[src/rtl/mc_ctrl_fsm.sv]
// Multi-cycle MIPS control sequencer: fetch/decode/execute/memory/writeback
// with Moore-decoded datapath controls and a memory-ready stall handshake.
module mc_ctrl_fsm (
  input  logic       clk,
  input  logic       rst,
  input  logic [5:0] opC,
  input  logic [5:0] fnc,
  input  logic       mem_ready,
  output logic       pc_write,
  output logic       pc_write_cond,
  output logic       iord,
  output logic       mem_read,
  output logic       mem_write,
  output logic       ir_write,
  output logic       mem_to_reg,
  output logic       reg_dst,
  output logic       reg_write,
  output logic       alu_src_a,
  output logic [1:0] alu_src_b,
  output logic [1:0] pc_source,
  output logic [2:0] aluC,
  output logic [3:0] state,
  output logic       instr_done,
  output logic       illegal
);

  typedef enum logic [3:0] {
    S_FETCH  = 4'd0,
    S_DECODE = 4'd1,
    S_MEMADR = 4'd2,
    S_MEMRD  = 4'd3,
    S_MEMWB  = 4'd4,
    S_MEMWR  = 4'd5,
    S_EXEC   = 4'd6,
    S_RWB    = 4'd7,
    S_BEQ    = 4'd8,
    S_JUMP   = 4'd9,
    S_ADDIEX = 4'd10,
    S_ADDIWB = 4'd11
  } state_t;

  localparam logic [5:0] OP_RTYPE = 6'b000000;
  localparam logic [5:0] OP_LW    = 6'b100011;
  localparam logic [5:0] OP_SW    = 6'b101011;
  localparam logic [5:0] OP_BEQ   = 6'b000100;
  localparam logic [5:0] OP_ADDI  = 6'b001000;
  localparam logic [5:0] OP_J     = 6'b000010;

  localparam logic [2:0] ALU_ADD = 3'b010;
  localparam logic [2:0] ALU_SUB = 3'b110;
  localparam logic [2:0] ALU_AND = 3'b000;
  localparam logic [2:0] ALU_OR  = 3'b001;
  localparam logic [2:0] ALU_SLT = 3'b111;

  state_t state_q, state_d;

  // Unknown funct falls through to AND; it is deliberately not trapped.
  function automatic logic [2:0] funct_to_aluc(input logic [5:0] f);
    case (f)
      6'b100000: funct_to_aluc = ALU_ADD;
      6'b100010: funct_to_aluc = ALU_SUB;
      6'b100100: funct_to_aluc = ALU_AND;
      6'b100101: funct_to_aluc = ALU_OR;
      6'b101010: funct_to_aluc = ALU_SLT;
      default:   funct_to_aluc = ALU_AND;
    endcase
  endfunction

  always_ff @(posedge clk) begin
    if (rst) state_q <= S_FETCH;
    else     state_q <= state_d;
  end

  always_comb begin
    state_d       = S_FETCH;
    pc_write      = 1'b0;
    pc_write_cond = 1'b0;
    iord          = 1'b0;
    mem_read      = 1'b0;
    mem_write     = 1'b0;
    ir_write      = 1'b0;
    mem_to_reg    = 1'b0;
    reg_dst       = 1'b0;
    reg_write     = 1'b0;
    alu_src_a     = 1'b0;
    alu_src_b     = 2'b00;
    pc_source     = 2'b00;
    aluC          = ALU_AND;
    instr_done    = 1'b0;
    illegal       = 1'b0;
    state         = 4'd0;

    // Reset masks every control so an abandoned instruction can never write.
    if (!rst) begin
      state = state_q;
      case (state_q)
        S_FETCH: begin
          mem_read  = 1'b1;
          alu_src_b = 2'b01;
          aluC      = ALU_ADD;
          ir_write  = mem_ready;
          pc_write  = mem_ready;
          state_d   = mem_ready ? S_DECODE : S_FETCH;
        end
        S_DECODE: begin
          alu_src_b = 2'b11;
          aluC      = ALU_ADD;
          case (opC)
            OP_RTYPE:      state_d = S_EXEC;
            OP_LW, OP_SW:  state_d = S_MEMADR;
            OP_BEQ:        state_d = S_BEQ;
            OP_ADDI:       state_d = S_ADDIEX;
            OP_J:          state_d = S_JUMP;
            default: begin
              state_d    = S_FETCH;
              illegal    = 1'b1;
              instr_done = 1'b1;
            end
          endcase
        end
        S_MEMADR: begin
          alu_src_a = 1'b1;
          alu_src_b = 2'b10;
          aluC      = ALU_ADD;
          state_d   = (opC == OP_LW) ? S_MEMRD : S_MEMWR;
        end
        S_MEMRD: begin
          mem_read = 1'b1;
          iord     = 1'b1;
          state_d  = mem_ready ? S_MEMWB : S_MEMRD;
        end
        S_MEMWB: begin
          reg_write  = 1'b1;
          mem_to_reg = 1'b1;
          instr_done = 1'b1;
          state_d    = S_FETCH;
        end
        S_MEMWR: begin
          mem_write  = 1'b1;
          iord       = 1'b1;
          instr_done = mem_ready;
          state_d    = mem_ready ? S_FETCH : S_MEMWR;
        end
        S_EXEC: begin
          alu_src_a = 1'b1;
          aluC      = funct_to_aluc(fnc);
          state_d   = S_RWB;
        end
        S_RWB: begin
          reg_write  = 1'b1;
          reg_dst    = 1'b1;
          instr_done = 1'b1;
          state_d    = S_FETCH;
        end
        S_BEQ: begin
          alu_src_a     = 1'b1;
          aluC          = ALU_SUB;
          pc_write_cond = 1'b1;
          pc_source     = 2'b01;
          instr_done    = 1'b1;
          state_d       = S_FETCH;
        end
        S_JUMP: begin
          pc_write   = 1'b1;
          pc_source  = 2'b10;
          instr_done = 1'b1;
          state_d    = S_FETCH;
        end
        S_ADDIEX: begin
          alu_src_a = 1'b1;
          alu_src_b = 2'b10;
          aluC      = ALU_ADD;
          state_d   = S_ADDIWB;
        end
        S_ADDIWB: begin
          reg_write  = 1'b1;
          instr_done = 1'b1;
          state_d    = S_FETCH;
        end
        default: state_d = S_FETCH;
      endcase
    end
  end

endmodule

[config.mk]
export PLATFORM = sky130hd
export DESIGN_NAME = mc_ctrl_fsm
export DESIGN_NICKNAME = d
export VERILOG_FILES = /design/src/rtl/mc_ctrl_fsm.sv
export SDC_FILE = /design/constraint.sdc
export NUM_CORES = 1
export LEC_CHECK = 0
export BUFFER_PORTS_ARGS = -buffer_cell sky130_fd_sc_hd__clkbuf_2
export CORE_ASPECT_RATIO = 1.2
export CORE_MARGIN = 2
export CORE_UTILIZATION = 44
export DETAILED_ROUTE_END_ITERATION = 10
export GPL_ROUTABILITY_DRIVEN = 1
export PLACE_DENSITY = 0.79
export RECOVER_POWER = 50
export SETUP_SLACK_MARGIN = 0.2
export SLEW_MARGIN = 20
export SYNTH_ARGS = -nofsm -noshare
export SYNTH_HDL_FRONTEND = slang
export SYNTH_SLANG_ARGS = --single-unit
[constraint.sdc]
create_clock -name clk -period 1.4 [get_ports clk]
set_input_delay 0 -clock clk [delete_from_list [all_inputs] [get_ports clk]]
set_output_delay 0 -clock clk [all_outputs]
set_load 0.02 [all_outputs]
==> results of run 1 <==
==> stage by stage <==
stage                     setup TNS, ns  util, %  cells
after CTS                       -0.9318    93.42    173
after detailed placement              0    69.23    159
after global placement                0    69.23    159
after floorplan                       0        -    103
==> cell usage after synthesis, types with 2 or more instances <==
| cell | number | share of area [%] |
|---|---|---|
| a21oi_1 | 4 | 2.8 |
| xor2_1 | 2 | 2.5 |
| a31oi_1 | 3 | 2.7 |
| clkbuf_1 | 2 | 1.1 |
| buf_2 | 3 | 2.1 |
| nor2_1 | 13 | 6.9 |
| a21o_1 | 2 | 2.1 |
| o21ai_0 | 5 | 3.5 |
| nor4_1 | 2 | 1.8 |
| nor3_1 | 9 | 6.4 |
| buf_4 | 2 | 2.1 |
| a211oi_1 | 2 | 2.1 |
| nand2b_1 | 6 | 5.3 |
| dfxtp_1 | 4 | 11 |
| or3_1 | 2 | 1.8 |
| nand2_1 | 8 | 4.3 |
| nand3_1 | 3 | 2.1 |
| nor2b_1 | 5 | 4.4 |
| o211ai_1 | 2 | 2.1 |
| nor3_2 | 2 | 2.8 |
==> what timing repair did <==
item                       4_1_cts
pin swaps                       13
setup buffers                   11
setup endpoints to repair       23
resized for setup               64
==> logic make-up after synthesis <==
| group | count (synthesis) | share of synthesized area [%] |
|---|---|---|
| flip-flops | 4 | 11.35 |
| AND/OR/NAND/NOR | 63 | 55.50 |
| XOR/XNOR | 2 | 2.483 |
| AO/OA/AOI/OAI | 25 | 23.23 |
| buffers and inverters | 9 | 7.445 |
==> qor.csv, run 1 <==
metric;value;unit
root_buffer;clkbuf_4;
status;aborted with a tool error;
io_buffers;37;
error_line;[ERROR DPL-0038] Utilization greater than 100%, impossible to legalize;
ys_seq_area_share;11.35;%
worstEpCategory;primary output;
io_pins;38;
synth_edf_count;0;
place_area;1013;um^2
async_flop_share;0;%
h-tree-depth;1;
std_cell_rows;15;
gp_congestion;0.8123;
cts_buffers;3;
synth-seq-cells;4;
ys_types;42;
failing_step;global routing;
synth_nets;118;
fp.dieH;47.87;um
hpwl;1608;um
grt_max_degree;16;
cts_sinks;4;
clock_tree.buffer_depth;2;
ctsHoldBuffers;0;
netlist_instances;103;
synthesis.area;705.7;um^2
die_width;40.56;um
ys.flop_type;dfxtp_1;
crit_endpoint;instr_done;
yosysWarnings;0;
syn_avg_cell_area;6.851;um^2
start_util;48.21;%
dp_slack;0.01910;ns
==> inputs of run 2 (changes only) <==
CORE_AREA = 2 2 63 65   (was not set)
CORE_ASPECT_RATIO = not set   (was 1.2)
CORE_MARGIN = not set   (was 2)
CORE_UTILIZATION = not set   (was 44)
DIE_AREA = 0 0 65 67   (was not set)
PLACE_DENSITY = not set   (was 0.79)
PLACE_DENSITY_LB_ADDON = 0.15   (was not set)
SETUP_SLACK_MARGIN = not set   (was 0.2)
==> run 2 against run 1 <==
  * The flow now finishes, with violations (setup timing)
  * Synthesized area unchanged
  * Synthesized cell count did not move
==> qor.csv, run 2 <==
metric;value;unit;change
cts_buffers;3;;unchanged
slew_headroom;80.20;%;
antenna_found_initial;0;;
drt-total-wl;2449;um;
final_cell_area;1254;um^2;
largest_reg_flops;4;;
clock_tree.buffer_depth;2;;unchanged
h-tree-depth;1;;unchanged
path_clk_slew;0.03;ns;
fp.dieH;67;um;+40%
dieArea;4355;um^2;
io_buffers;37;;unchanged
min_period;1.533;ns;
rsz0062_at_grt;true;;
endpoint_kind;output pin;;
top_register;state_q;;
crit_path_max_fanout;3;;
cp_num_buf_inv;2;;
violations;setup timing;;
critical_path_class;reg -> out;;
synthTopCellsByArea;dfxtp_1, nor2_1, nor3_1;;
tightest_slew;0.2965;ns;
synth_top_area_share;11.35;%;unchanged
cts_tree;done;;
final_max_slew_viol_count;0;;
synth_nets;118;;unchanged
drcViolationCount;0;;
syn_to_final_growth;77.66;%;
place_area;1026;um^2;+1.2%
viasPerCell;4.660;;
finalPower;0.5481;mW;
fill_cells;389;;
clock_latency;0.22;ns;
synth_largest_area_cell;dfxtp_1;;
path_cells;buf_6 -> nor4b_4 -> o311a_1 -> and3_4 -> a21o_1 -> clkbuf_8;;
peakVddDrop;234.2;uV;
grt.overflow.total;0;;
grt_max_degree;11;;
netlist_instances;103;;unchanged
coreArea;3606;um^2;
max_freq;0.6525;GHz;
ys_types;42;;unchanged
setup_viol;5;;
std_cell_rows;22;;+7
grt_pass1_wl;4112;um;
worst_slack;-0.1325;ns;
critPathTopFamily;simple AND/OR/NAND/NOR gates;;
ys.flop_type;dfxtp_1;;
yosysMostFrequentCell;nor2_1;;
fin_nets;172;;
async_flop_share;0;%;unchanged
num_vias;946;;
grt_usage;12.09;%;
maxCapViolations;0;;
first_iter_violations;37;;
status;finished with violations;;
leakage;0.5417;nW;
synth-seq-cells;4;;unchanged
synth_commonest_cells;nor2_1, nor3_1, nand2_1, nand2b_1;;
io_pins;38;;unchanged
fin_crit_sh;109.5;%;
dr.pass1.iters;3;;
final_common_cell;clkbuf_2;;
root_buffer;clkbuf_8;;
gp_congestion;0.7174;;-12%
cts_sinks;4;;unchanged
seq_area;92.59;um^2;
start_util;19.57;%;-29 points
synthesis.area;705.7;um^2;unchanged
critPathMaxStageDelay;0.32;ns;
skew;0.0005578;ns;
hp-class;in -> reg;;
worstPathRequired;1.40;ns;
multiInputGateArea;683.2;um^2;
final_hold_viol_count;0;;
critPathArrivalTime;1.53;ns;
die_width;65;um;+60%
start_kind;register;;
drive_gt1_share;52.90;%;
reg.largest.list;state_q (4);;
hold_ws;0.1434;ns;
syn_avg_cell_area;6.851;um^2;unchanged
hpwl;1931;um;+20%
n_antenna_cell;0;;
power_density;437.1;nW/um^2;
wl_per_cell;12.06;um;
yosysWarnings;0;;unchanged
ys_seq_area_share;11.35;%;unchanged
slowest_stage;dfxtp_2;;
grt_pass1_vias;962;;
final_cell_mix;clkbuf_2, buf_4, nor2_1;;
synth_edf_count;0;;unchanged
ant_nets;0;;
-- run 2: what timing repair did --
| action | CTS | global route |
|---|---|---|
| hold buffers | 0 | 0 |
| endpoints found under the setup margin | 14 | 14 |
| pin swaps | 11 | 4 |
| cloned | 0 | 0 |
| buffers inserted | 3 | 2 |
| gates resized for setup | 29 | 18 |
-- run 2: stage by stage --
stage / instances / util, % / worst slack [ns] / TNS (ns)
floorplan: 103 / - / 0.001291 / 0
global placement: 195 / 28.45 / 0.05296 / 0
detailed placement: 195 / 28.45 / 0.03460 / 0
CTS: 201 / 33.34 / -0.1658 / -0.3233
global route: 203 / 34.77 / -0.1927 / -0.7907
finish: 203 / 34.77 / -0.1325 / -0.2581
-- run 2: layout make-up --
class                      instances  area share, %
timing repair buffer              57          29.74
tap                               48          4.790
multi-input combinational         90          54.49
inverter                           1         0.2994
sequential                         4          7.385
clock buffer                       3          3.293
-- run 2: power breakdown --
| part | internal (mW) | switching [mW] | total (mW) | leakage (nW) |
|---|---|---|---|---|
| sequential | 0.113 | 0.00452 | 0.118 | 0.0352 |
| combinational | 0.0818 | 0.101 | 0.183 | 0.485 |
| clock | 0.184 | 0.0640 | 0.248 | 0.0216 |
-- run 2: layer usage --
layer,vias up,global-route usage (%),wire length [um]
li1,486,-,-
met1,433,12.75,1023
met2,23,23.71,1277
met3,4,1.351,114
met4,0,5.585,34
met5,-,0,0
-- run 2: worst paths after layout --
path              start  slack, ns  cells after the start    endpoint
max          state_q[1]      -0.13                      6  instr_done
min              opC[1]       0.14                      3  state_q[0]
max reg2reg  state_q[2]       0.08                      5  state_q[2]
min reg2reg  state_q[3]       0.56                      2  state_q[2]
-- run 2: logic make-up (layout without fill, tap and decap cells) --
kind of cell	count (synthesis)	count (layout)	synth area share, %
buffers and inverters	9	61	7.445
DFF	4	4	11.35
AOI/OAI and AO/OA	25	25	23.23
and+or+nand+nor	63	63	55.50
xor gates and xnor gates	2	2	2.483
-- run 2: worst reg2reg max path: stages (launching register included) --
cell,delay [ns]
dfxtp_4,0.38
clkbuf_2,0.23
and4b_1,0.23
a211oi_2,0.18
a21o_1,0.13
a21oi_1,0.05
Note: power is estimated with default switching activity, not from simulation.
==> inputs of run 3 (changes only) <==
SKIP_CTS_REPAIR_TIMING = 1   (was not set)
clock period = 1.3 ns   (was 1.4 ns; I/O delays follow)
==> run 3 against run 2 <==
  * The flow still finishes with violations (setup timing)
  * Clock power is 2% higher
  * Sequential power is 6% higher
  * Critical path depth stayed put
  * Worst setup slack worse by 0.11 ns
  * Wire length is 4.5% higher
  * Core utilization is 4.2 points higher
  * Sequential share of layout area is 0.79 points lower
  * Critical path type unchanged
  * Critical endpoint unchanged
==> qor.csv, run 3 (same netlist as run 2, synthesis figures left out) <==
metric;value;unit;change
slew_headroom;83.17;%;+3.0 points
multiInputGateArea;713.2;um^2;+4.4%
grt_usage;10.92;%;-1.2 points
critical_path_class;reg -> out;;
critPathTopFamily;simple AND/OR/NAND/NOR gates;;
fill_cells;390;;+0.26%
cts_buffers;3;;unchanged
stdcell_count;212;;+4.4%
top_register;state_q;;
maxCapViolations;0;;unchanged
n_antenna_cell;0;;unchanged
final_max_slew_viol_count;0;;unchanged
ant_nets;0;;unchanged
fp.dieH;67;um;unchanged
dieArea;4355;um^2;unchanged
die_width;65;um;unchanged
placed_cells_incl_taps;200;;+2.6%
io_pins;38;;unchanged
clock_latency;0.21;ns;about the same
std_cell_rows;22;;unchanged
grt_max_degree;10;;-1
cts_sinks;4;;unchanged
peakVddDrop;240.6;uV;+2.7%
tns;-1.306;ns;-1.048 ns
worst_slack;-0.2397;ns;-0.1072 ns
path_cells;buf_6 -> nor4b_4 -> o311a_1 -> and3_4 -> a21o_1 -> buf_6;;
status;finished with violations;;
wl_per_cell;12.07;um;about the same
gp_congestion;0.7061;;-1.6%
grt.overflow.total;0;;unchanged
reg.largest.list;state_q (4);;
drcViolationCount;0;;unchanged
wl_met1;1188;um;+16%
cp_num_buf_inv;2;;unchanged
final_common_cell;buf_4;;
worstPathRequired;1.30;ns;-0.10 ns
min_period;1.540;ns;
top_layer;met4;;
antenna_found_initial;0;;unchanged
hp-class;in -> reg;;
dr.pass1.iters;4;;+1
finalPower;0.5851;mW;+6.8%
endpoint_kind;output pin;;
critPathMaxStageDelay;0.35;ns;+0.03 ns
power_density;416.8;nW/um^2;-4.7%
drive_gt1_share;59.15;%;+6.2 points
rsz0062_at_grt;true;;
h-tree-depth;1;;unchanged
grt_pass1_vias;847;;-12%
clock_tree.buffer_depth;2;;unchanged
coreArea;3606;um^2;unchanged
first_iter_violations;13;;-65%
violations;setup timing;;
root_buffer;clkbuf_8;;
fin_nets;181;;+5.2%
num_vias;998;;+5.5%
grt_pass1_wl;3795;um;-7.7%
setup_viol;14;;+9
path_clk_slew;0.03;ns;about the same
wl_met3;109;um;-4.4%
final_hold_viol_count;0;;unchanged
timing.critical_path.mode_cell;buf_6;;
hold_ws;0.1187;ns;-0.02468 ns
syn_to_final_growth;98.94;%;
crit_path_max_fanout;5;;+2
cts_tree;done;;
start_kind;register;;
tightest_slew;0.2507;ns;-0.04579 ns
drt-total-wl;2559;um;+4.5%
viasPerCell;4.708;;+1.0%
fin_crit_sh;118.4;%;
wl_met2;1221;um;-4.4%
critPathArrivalTime;1.54;ns;about the same
leakage;0.5975;nW;+10%
start_util;19.57;%;unchanged
largest_reg_flops;4;;unchanged
seq_area;92.59;um^2;unchanged
slowest_stage;dfxtp_4;;
final_cell_mix;buf_4, clkbuf_2, buf_6;;
io_buffers;37;;unchanged
max_freq;0.6495;GHz;
skew;0.000002220;ns;-0.0005556 ns
hpwl;1962;um;+1.6%
==> run 3: changes by cell type in the layout (fill, tap and decap cells not counted), sizes merged <==
cell    delta
buf       +21
clkbuf    -12
==> run 3: layout make-up <==
class                      count  area share [%]
timing repair buffer          66           35.12
clock buffer                   3           2.941
inverter                       1          0.2674
multi-input combinational     90           50.80
sequential                     4           6.595
tap                           48           4.278
==> run 3: report_power, final <==
group / leakage, nW / total, mW / switching [mW] / internal (mW)
combinational: 0.541 / 0.207 / 0.114 / 0.0928
clock: 0.0216 / 0.253 / 0.0566 / 0.197
sequential: 0.0352 / 0.125 / 0.00413 / 0.121
==> run 3: stage by stage <==
stage          util, %  setup WS (ns)  instance area (um^2)
2_1_floorplan        -       -0.06110                 729.5
3_3_place_gp     29.84       -0.07096                  1076
3_5_place_dp     29.84       -0.06699                  1076
4_1_cts          30.99        -0.3015                  1117
5_1_grt          38.93        -0.2865                  1404
6_report         38.93        -0.2397                  1404
==> run 3: path summary, 6_finish.rpt <==
check                     to       start  slack, ns  cells after the start
setup / recovery  instr_done  state_q[1]      -0.24                      6
setup reg to reg  state_q[2]  state_q[2]       0.02                      6
hold reg to reg   state_q[3]  state_q[2]       0.64                      2
hold / removal    state_q[0]      opC[1]       0.12                      3
==> run 3: tightest hold or removal path, stage by stage <==
cell and delay, ns:
clkbuf_2 0.13, nand3_1 0.08, a31oi_1 0.06
==> run 3: per-layer routing <==
| metal | global-route usage [%] | up-vias |
|---|---|---|
| li1 | - | 501 |
| met5 | 0 | - |
| met4 | 5.585 | 0 |
| met1 | 14.16 | 461 |
| met3 | 0.6757 | 4 |
| met2 | 18.17 | 32 |
